File: config.mk
export PLATFORM = sky130hd
export DESIGN_NAME = led_bar_monitor
export DESIGN_NICKNAME = d
export VERILOG_FILES = /design/src/rtl/led_bar_monitor.sv
export SDC_FILE = /design/constraint.sdc
export NUM_CORES = 1
export LEC_CHECK = 0
export ABC_AREA = 1
export CAP_MARGIN = 20
export CORE_MARGIN = 8
export CORE_UTILIZATION = 54
export CTS_CLUSTER_DIAMETER = 80
export DETAILED_ROUTE_END_ITERATION = 10
export PLACE_DENSITY = 0.8
export SYNTH_ARGS = -nofsm -noshare
export SYNTH_HDL_FRONTEND = slang
export SYNTH_SLANG_ARGS = --single-unit
File: constraint.sdc
create_clock -name clk -period 4.97 [get_ports clk]
set_input_delay 0.994 -clock clk [delete_from_list [all_inputs] [get_ports clk]]
set_output_delay 0.994 -clock clk [all_outputs]
set_load 0.02 [all_outputs]
File: src/rtl/led_bar_monitor.sv
// led_bar_monitor
//   Receive-side checker for a thermometer-coded LED bar. The LED bus is
//   registered once and then decoded to a bar level. A small FSM
//   (IDLE/RISE/FALL) follows the direction of travel, counts direction
//   reversals, captures the peak level, and flags illegal codes and steps.
//
// Ports
//   clk        rising-edge clock (same clock as the LED driver)
//   rst_n      asynchronous active-low reset
//   led_in     LED bus, thermometer code, bit 0 = first LED
//   clr        synchronous clear of the sticky errors and of peak
//   level      decoded bar level (number of lit LEDs)
//   dir        00 idle, 01 rising, 10 falling
//   turn       1-cycle pulse on each direction reversal
//   turn_cnt   reversals in the current sequence, saturating at 15
//   peak       level at the most recent rising-to-falling reversal
//   seq_done   1-cycle pulse when the bar returns to level 0
//   done_turns turn_cnt captured at seq_done
//   err_thermo sticky: non-thermometer code seen
//   err_jump   sticky: illegal level step seen
module led_bar_monitor #(
    parameter int unsigned WIDTH = 16,
    localparam int unsigned LW = $clog2(WIDTH + 1)
) (
    input  logic             clk,
    input  logic             rst_n,
    input  logic [WIDTH-1:0] led_in,
    input  logic             clr,
    output logic [LW-1:0]    level,
    output logic [1:0]       dir,
    output logic             turn,
    output logic [3:0]       turn_cnt,
    output logic [LW-1:0]    peak,
    output logic             seq_done,
    output logic [3:0]       done_turns,
    output logic             err_thermo,
    output logic             err_jump
);

    typedef enum logic [1:0] {
        StIdle,
        StRise,
        StFall
    } state_e;

    localparam logic [1:0] DirIdle = 2'b00;
    localparam logic [1:0] DirRise = 2'b01;
    localparam logic [1:0] DirFall = 2'b10;

    state_e           state;
    logic [WIDTH-1:0] led_q;
    logic [WIDTH-1:0] led_inc;
    logic [LW-1:0]    new_level;
    logic [LW-1:0]    cur_plus;
    logic [LW-1:0]    cur_minus;
    logic             code_ok;
    logic             changed;
    logic             step_up;
    logic             step_down;
    logic             thermo_hit;
    logic             jump_hit;

    // For a legal code the popcount equals the thermometer level.
    always_comb begin
        new_level = '0;
        for (int i = 0; i < WIDTH; i++) begin
            new_level = new_level + LW'(led_q[i]);
        end
    end

    // 2^k-1 has no bit in common with its successor; all-ones wraps to 0.
    assign led_inc    = led_q + WIDTH'(1);
    assign code_ok    = ~|(led_q & led_inc);
    assign thermo_hit = ~code_ok;

    assign cur_plus  = level + LW'(1);
    assign cur_minus = level - LW'(1);
    assign changed   = code_ok && (new_level != level);
    assign step_up   = (new_level == cur_plus);
    // A drop to 0 ends the sequence and is never treated as a reversal.
    assign step_down = (new_level == cur_minus) && (new_level != '0);

    always_comb begin
        jump_hit = 1'b0;
        if (changed) begin
            if (state == StIdle) begin
                jump_hit = (new_level > LW'(1));
            end else begin
                jump_hit = (new_level != '0) && !step_up && !step_down;
            end
        end
    end

    always_ff @(posedge clk or negedge rst_n) begin
        if (!rst_n) begin
            state      <= StIdle;
            led_q      <= '0;
            level      <= '0;
            dir        <= DirIdle;
            turn       <= 1'b0;
            turn_cnt   <= '0;
            peak       <= '0;
            seq_done   <= 1'b0;
            done_turns <= '0;
            err_thermo <= 1'b0;
            err_jump   <= 1'b0;
        end else begin
            led_q    <= led_in;
            turn     <= 1'b0;
            seq_done <= 1'b0;

            // Detection wins over a same-cycle clear.
            err_thermo <= (err_thermo & ~clr) | thermo_hit;
            err_jump   <= (err_jump & ~clr) | jump_hit;

            // A peak captured this cycle overrides the clear below.
            if (clr) begin
                peak <= '0;
            end

            if (changed) begin
                level <= new_level;
                unique case (state)
                    StIdle: begin
                        state    <= StRise;
                        dir      <= DirRise;
                        turn_cnt <= '0;
                    end
                    StRise: begin
                        if (new_level == '0) begin
                            state      <= StIdle;
                            dir        <= DirIdle;
                            seq_done   <= 1'b1;
                            done_turns <= turn_cnt;
                        end else if (step_down) begin
                            state <= StFall;
                            dir   <= DirFall;
                            turn  <= 1'b1;
                            peak  <= level;
                            if (turn_cnt != 4'hF) begin
                                turn_cnt <= turn_cnt + 4'd1;
                            end
                        end
                    end
                    StFall: begin
                        if (new_level == '0) begin
                            state      <= StIdle;
                            dir        <= DirIdle;
                            seq_done   <= 1'b1;
                            done_turns <= turn_cnt;
                        end else if (step_up) begin
                            state <= StRise;
                            dir   <= DirRise;
                            turn  <= 1'b1;
                            if (turn_cnt != 4'hF) begin
                                turn_cnt <= turn_cnt + 4'd1;
                            end
                        end
                    end
                    default: begin
                        state <= StIdle;
                        dir   <= DirIdle;
                    end
                endcase
            end
        end
    end

endmodule

# Word level (Yosys, flattened, before mapping)
# Cells that the tools add are included.
[op_classes]
n_mux = 27
n_reduce_logical = 16
eq_ne = 12
bitwise_logic = 6
n_lt_le_gt_ge = 1
add_sub_neg = 19
[ops]
columns = ["op", "n"]
rows = [
  ["adder 5 x 1 -> 5 bit", 11],
  ["two-way mux 5 bit", 5],
  ["two-way mux 4 bit", 5],
  ["adder 16 x 1 -> 16 bit (second input constant)", 1],
  ["AND 16 bit", 1],
  ["OR reduction 16 bit", 1],
  ["one-hot mux 4 bit (3 select lines)", 1],
  ["== test 5 bit", 2],
  ["two-way mux 1 bit", 10],
  ["two-way mux 2 bit", 4],
  ["inequality test 2 bit (second input constant)", 4],
  ["inequality test 3 bit (second input constant)", 2],
  ["one-hot mux 2 bit (3 select lines)", 1],
  ["AND reduction 3 bit", 2],
  ["AND reduction 6 bit", 1],
  ["adder 4 x 1 -> 5 bit", 1],
  ["adder 5 x 1 -> 5 bit (second input constant)", 1],
  ["greater-than comparator 5 x 1 -> 1 bit (second input constant)", 1],
  ["zero test 5 bit", 1],
  ["inequality test 5 bit", 1],
  ["nonzero test 5 bit", 1],
  ["subtractor 5 x 1 -> 5 bit (second input constant)", 1],
  ["adder 3 x 1 -> 4 bit", 1],
  ["adder 4 x 1 -> 4 bit (second input constant)", 1],
  ["14 further kinds", 21],
]
[word_totals]
ff_bits = 40
word_cells = 91
inputBits = 19

# Logic depth before layout (Yosys ltp)
# Gate-level depths: netlist of the first run.
[depth]
word_depth = 22
ltp_mapped = 24
mapped_depth_nobuf = 24

# Least setup slack after synthesis of the first run
# Ideal clock, no wire load.
[synth_timing]
kind = "reg2reg"
startpoint = "reg led_q[0]"
endpoint = "reg turn_cnt[0]"
n_path_buf = 0
stages_incl_launch_ff = 19
t_arrival_ns = 4.017
setup_slack_ns = 0.835
path_cell_list = "dfrtp_1 -> inv_1 -> fa_1 -> fa_1 -> fa_1 -> fa_1 -> inv_1 -> ha_1 -> inv_1 -> fa_1 -> xnor2_1 -> and2_1 -> nand3_2 -> nor2_4 -> nand3_1 -> nand2_2 -> nand3_4 -> nand2_1 -> nand2_1"
[synth_via]
elab_chain_cells = 19
elab_cells_between_ends = 31
classes_between = "add/sub: 16; eq/ne: 7; bitwise: 1; reduce/logical: 7"
[synth_lines]
columns = ["element", "line_no", "text"]
rows = [
  ["from (decl)", "51", "logic [WIDTH-1:0] led_q;"],
  ["from (signal assigned)", "108", "led_q <= led_in;"],
  ["adder 1 x 1 -> 2 bit", "67", "new_level = new_level + LW'(led_q[i]);"],
  ["adder 2 x 1 -> 3 bit", "67", ""],
  ["adder 3 x 1 -> 4 bit", "67", ""],
  ["adder 4 x 1 -> 5 bit", "67", ""],
  ["adder 5 x 1 -> 5 bit (11 in a row)", "67", ""],
  ["== test 5 bit / nonzero test 5 bit (equally long branches)", "81", "assign step_down = (new_level == cur_minus) && (new_level != '0);"],
  ["logical AND 1 bit", "81", ""],
  ["inequality test 2 bit (no source line)", "--", ""],
  ["AND reduction 6 bit (no source line) (*)", "--", ""],
  ["to (signal assigned)", "141", "turn_cnt <= turn_cnt + 4'd1;"],
  ["to (signal assigned)", "156", "turn_cnt <= turn_cnt + 4'd1;"],
  ["to (decl)", "32", "output logic [3:0] turn_cnt,"],
]
# Mark *: on every way between the ends. The rest lies on a longest branch, timed or not.
# A chain may end at the register's enable or synchronous reset.

# Worst setup path after layout of the first run
[layout_timing]
startpoint = "reg led_q[1]"
endpoint = "reg turn_cnt[2]"
# The elaborated chain is that of the path after synthesis.

==> results.md, run 1 <==
- Yosys reg bits: 40
- Die area: 7480 sq um
- Worst skew pair latency: 0.30 ns
- Main synth FF type: dfrtp_1
- Most frequent CP cell: fa_1
- Vias/cell: 4.94
- NetSw: 0.000544 W
- Syn_nets: 376
- Comb power frac: 50.7%
- Antenna cells: 0
- Fillers: 403
- Residual DRC count: 0
- Cts bufs inserted: 5
- Final HPWL from detailed placement: 4680 microns
- Number of synthesized flops with an enable pin: 0
- Initial DRC Count: 118
- Met2 Use GR: 28.5%
- # setup viols final: 0
- Ys async rst share: 100%
- Initial Util: 56.5%
- GRT busiest layer: met2
- Ratio of cells with drive above 1 in the final layout: 11.5%
- CP cell instances: inv_1 > fa_1 > fa_1 > fa_1 > fa_1 > inv_1 > ha_1 > inv_1 > fa_1 > xnor2_1 > and2_1 > nand3_2 > nor2_4 > nand3_1 > nand2_2 > nand3_4 > nand2_1 > nand2_1
- Routed WL: 5870 microns
- Sequential fraction of the synthesis area: 37.3%
- Largest net degree at the start of global routing: 41
- DR pass1 iterations: 4
- IO buf count: 42
- Slowest CP cell: fa_1
- Slowest stage delay, CP: 0.55 ns
- Clk slew on worst S/H paths: 0.08 ns
- Setup Buffers After CTS: 0
- First-pass GRT wire length: 10,400 microns
- Routed wire per std cell: 13.1 microns
- Hold buffers post-CTS: 0
- Initial antenna violation count: 0
- Sequential share of power: 28.2%
- CTS tree: built
- Via count: 2,213
- Relative slew margins: 42.2%
- Root Driver: clkbuf_8
- Final Skew: 0.00618 ns
- Placer congestion estimate: 0.860
- CP Class: reg -> reg
- Share of the core filled with cells: 69.0%
- Maximum operating frequency: 222 MHz
- Worst R2R Setup Slack: 0.47 ns
- Synth Cell Area: 2690 sq um
- Core outline area: 4750 sq um
- Clock Sinks: 40
- Max FO, Critical Path: 5
- Fin. Hold Viols: 0
- Mean post-synth cell area: 8.06 sq um
- Die height: 86.5 microns
- Rows: 25
- Worst EP required: 5.16 ns
- Longest Clk Path Bufs: 2
- Tmin final: 4.50 ns
- Crit share post-route: 90.6%
- CTS HTree Levels: 2
- Internal power: 0.000723 W
- MaxCap Viol Count: 0
- Vias in the first global route: 2,263
- M3 GR Usage: 5.48%
- Resized cells post-CTS: 0
- Pins Over Slew Limit: 0
- Nets: 423
- Grt ovf: 0
- IR drop worst, VDD: 0.207 mV
- Top-Level Pins: 43
- Setup TNS: 0 ns
- Hold Path Class: reg -> reg
- Detail Route Antenna Nets: 0
- Outcome: finished, final reports clean
- Met1 Use GR: 21.9%
- Yosys Warn Count: 0
- Clock power share: 21.1%
- Unrepaired setup endpoints after global routing: false
- Leakage power: 1.73 nW
- Arr. time, crit path: 4.69 ns
- CP Launch Type: flop
- Die width: 86.5 microns
- Synth cell types: 29
- Most common cell after layout, fill and taps aside: nand2_1
- Sequential standard cell area: 1000 sq um
- Most frequent cells in the layout: 103 x nand2_1, 55 x inv_1, 41 x clkdlybuf4s50_1, 40 x dfrtp_1, 28 x nand3_1
- Multi-input logic area: 1440 sq um
- Mapped Cells: 333
- Area grow syn2layout: 22.1%
- Crit end category: flop
- Net Sw Frac: 42.9%
- Slew @ Worst Pin: 0.867 ns
- GR Util All Layers: 17.5%
- Power Dens Cells: 387 nW/um^2
per-layer routing:
layer  vias to the layer above  wire [microns]
met5                         -               0
met4                         0              58
met3                         6             412
met2                        58            2700
met1                      1021            2710
li1                       1128               -
flip-flops by register name, summed over array words and instances (netlist names):
register / count
state: 2
err_jump: 1
led_q: 16
err_thermo: 1
level: 5
peak: 5
turn: 1
turn_cnt: 4
done_turns: 4
seq_done: 1
worst paths after layout:
| path | from | endpoint | cells after the start |
|---|---|---|---|
| setup / recovery | led_q[1] | turn_cnt[2] | 18 |
| hold / removal | err_thermo | err_thermo | 2 |
| setup reg to reg | led_q[1] | turn_cnt[2] | 18 |
| hold reg to reg | err_thermo | err_thermo | 2 |
| max in group asynchronous | rst_n | turn_cnt[3] | 1 |
| min in group asynchronous | rst_n | led_q[6] | 1 |
through the flow:
step | instances | hold WS, ns | power, W | worst slack (ns) | area, sq um
after floorplan | 333 | 0.585 | 0.000862 | 0.835 | 2690
after global placement | 440 | 0.464 | 0.000984 | 0.559 | 3170
after detailed placement | 440 | 0.464 | 0.00100 | 0.488 | 3170
after CTS | 448 | 0.487 | 0.00127 | 0.472 | 3280
after global routing | 448 | 0.540 | 0.00138 | 0.182 | 3280
final | 448 | 0.485 | 0.00127 | 0.469 | 3280
power groups by stage:
stage	combinational [W]	clock (W)	sequential (W)
after floorplan	0.000498	0	0.000364
after global placement	0.000621	0	0.000364
after detailed placement	0.000639	0	0.000363
after CTS	0.000642	0.000273	0.000357
after global routing	0.000732	0.000287	0.000359
final	0.000643	0.000267	0.000357
synth_stat cells (2+ instances only):
master    number  area share [%]
inv_2          3            0.42
nand3_2        5             1.9
ha_1          14             6.5
dfrtp_1       40              37
inv_1         55             7.7
nand3b_1       2            0.56
nand3_4        2             1.3
a21oi_1        6             1.1
nand3_1       28             5.2
a31oi_1        2            0.47
nor2_1        11             1.5
nor2_4         4             1.7
nand2_1      103              14
nand2_4        5             2.1
nor2_2         3            0.70
inv_4          2            0.47
xnor2_1        2            0.65
o21ai_1        3            0.56
fa_1          10             7.5
nand4_1        7             1.6
nand2_2       10             2.3
o21ai_0        9             1.7
layout make-up:
class | count | area share [%]
multi-input cells | 231 | 43.8
flip-flops and latches | 40 | 30.5
repair buffers | 42 | 12.7
inverters | 60 | 7.02
well taps | 67 | 2.56
clock buffers | 5 | 2.10
clock inverters | 3 | 1.30
critical path, delay by kind of cell (launching register included):
family | cells | cell delay (ns)
xor+xnor | 1 | 0.24
flops | 1 | 0.42
fa+ha+maj | 6 | 2.66
simple gates | 8 | 0.89
buf+inv | 3 | 0.20
cell families after synthesis:
kind of cell | Yosys count | synth area share [%]
flip-flops | 40 | 37.3
AND/OR/NAND/NOR | 183 | 34.5
adder cells (fa/ha/maj) | 24 | 14.0
buffers and inverters | 62 | 9.18
AO/OA/AOI/OAI | 21 | 4.10
XOR/XNOR | 3 | 0.979
Power figures use the tool's default switching activity.
==> run 2: changes to the inputs <==
- CTS_CLUSTER_SIZE: default -> 12
==> results of run 2 <==
The final DEF is identical to that of run 1; final timing and power are the same.
==> run 3: changes to the inputs <==
- CELL_PAD_IN_SITES_DETAIL_PLACEMENT: default -> 0
- CELL_PAD_IN_SITES_GLOBAL_PLACEMENT: default -> 1
- CORE_UTILIZATION: 54 -> 40
- PLACE_DENSITY: 0.8 -> default
- PLACE_DENSITY_LB_ADDON: default -> 0.1
==> run 3 against run 2 <==
Against the previous run: count of clock-buffer cells in the layout rose by 1; utilization shrank 19 points; fmax increased by 1.3%; non-clock buffer count unchanged; cell count is 2.9% higher; sequential share of layout area is 0.12 points lower; sequential power about the same; register-to-register slack better by 0.06 ns; global-route usage is 3.8 points lower; total power down 1.0%; combinational power is 1% lower; clock skew barely moved; largest power group unchanged.
==> results.md, run 3 (same netlist as run 1, synthesis figures left out) <==
- Outcome: finished, final reports clean
- Clock Sinks: 40
- Residual DRC count: 0
- Rows: 30
- CP cell instances: inv_1 > fa_1 > fa_1 > fa_1 > fa_1 > inv_1 > ha_1 > inv_1 > fa_1 > xnor2_1 > and2_1 > nand3_2 > nor2_4 > nand3_1 > nand2_2 > nand3_4 > nand2_1 > nand2_1
- Routed WL: 6320 microns
- Resized cells post-CTS: 0
- Vias/cell: 4.72
- Initial antenna violation count: 0
- IO buf count: 42
- MaxCap Viol Count: 0
- Largest Register: led_q
- DR pass1 iterations: 4
- Tmin final: 4.44 ns
- Worst R2R Setup Slack: 0.53 ns
- Worst skew pair latency: 0.29 ns
- Setup TNS: 0 ns
- Detail Route Antenna Nets: 0
- Most frequent CP cell: fa_1
- Fin. Hold Viols: 0
- Worst EP required: 5.15 ns
- Top-Level Pins: 43
- Crit end category: flop
- Grt ovf: 0
- CP Launch Type: flop
- Clk slew on worst S/H paths: 0.08 ns
- Ratio of cells with drive above 1 in the final layout: 11.3%
- Hold Crit Start: done_turns[2]
- Most frequent cells in the layout: 103 x nand2_1, 55 x inv_1, 41 x clkdlybuf4s50_1, 40 x dfrtp_1, 28 x nand3_1
- Maximum operating frequency: 225 MHz
- Share of the core filled with cells: 49.5%
- Cts bufs inserted: 5
- Via count: 2,177
- Antenna cells: 0
- Area grow syn2layout: 22.6%
- Setup Buffers After CTS: 0
- Initial DRC Count: 100
- Slowest stage delay, CP: 0.60 ns
- FF-to-FF Start: led_q[0]
- Final Skew: 0.00606 ns
- Nets: 423
- Slowest CP cell: fa_1
- Die width: 97.9 microns
- Initial Util: 40.4%
- IR drop worst, VDD: 0.131 mV
- Pins Over Slew Limit: 0
- Root Driver: clkbuf_8
- Power Dens Cells: 381 nW/um^2
- Arr. time, crit path: 4.62 ns
- First-pass GRT wire length: 10,700 microns
- Die area: 9590 sq um
- Regs by FF count: led_q: 16 flops, level: 5 flops, peak: 5 flops
- CP Class: reg -> reg
- Longest Clk Path Bufs: 2
- Relative slew margins: 40.0%
- Leakage power: 1.73 nW
- Unrepaired setup endpoints after global routing: false
- Final WS setup: 0.528 ns
- Worst setup path start: led_q[0]
- Hold WS: 0.484 ns
- Core outline area: 6640 sq um
- Vias in the first global route: 2,178
- Routed wire per std cell: 13.7 microns
- Dpl ws: 0.538 ns
- Crit share post-route: 89.4%
- CTS HTree Levels: 2
- Max FO, Critical Path: 5
- Hold Path Class: reg -> reg
- Hold buffers post-CTS: 0
- Die height: 97.9 microns
- Largest net degree at the start of global routing: 41
- Most common cell after layout, fill and taps aside: nand2_1
- GR Util All Layers: 13.8%
- # setup viols final: 0
- Placer congestion estimate: 0.813
- Final HPWL from detailed placement: 5000 microns
- CTS tree: built
- Slew @ Worst Pin: 0.901 ns
- Largest register FFs: 16
## run 3: cell types whose count changed in the layout (fill, tap and decap cells not counted), sizes merged
cell | previous run | this run
clkbuf | 5 | 6
clkinvlp | 1 | 0
## run 3: cell type report
cell class | count | area [sq um]
Clock inverter | 2 | 35.0
Tap cell | 80 | 100
Inverter | 60 | 230
Fill cell | 650 | 3350
Timing Repair Buffer | 42 | 415
Multi-Input combinational cell | 231 | 1440
Sequential cell | 40 | 1000
Clock buffer | 6 | 72.6
## run 3: worst max-delay path, delay by kind of cell, from the launching register on
family | cells | cell delay, ns
XOR/XNOR | 1 | 0.16
adder cells (fa/ha/maj) | 6 | 2.74
buffers and inverters | 3 | 0.22
flip-flops | 1 | 0.35
AND/OR/NAND/NOR | 8 | 0.86
## run 3: worst paths after layout
check	endpoint	cells after the start
max	turn_cnt[2]	18
min	done_turns[2]	2
max reg2reg	turn_cnt[2]	18
min reg2reg	done_turns[2]	2
max in group asynchronous	led_q[5]	1
min in group asynchronous	led_q[15]	1
## run 3: power breakdown
group / leakage (nW) / total, W / switching, W / internal [W]
logic: 1.16 / 0.000636 / 0.000401 / 0.000235
registers: 0.516 / 0.000358 / 0.0000207 / 0.000338
clock network: 0.0552 / 0.000260 / 0.000111 / 0.000149
total: 1.73 / 0.00125 / 0.000533 / 0.000722
## run 3: layer usage
metal / vias to the layer above / routed length [microns] / global-route usage (%)
met5: - / 0 / 0
met4: 0 / 59 / 4.32
met3: 6 / 275 / 2.77
met2: 44 / 2990 / 22.1
met1: 999 / 2990 / 18.1
li1: 1128 / - / -
## run 3: stage by stage
stage               std cells  instance area (sq um)  total power, W
floorplan                 333                   2690        0.000862
global placement          453                   3180         0.00101
detailed placement        453                   3180         0.00100
CTS                       461                   3290         0.00128
global route              461                   3290         0.00137
finish                    461                   3290         0.00125
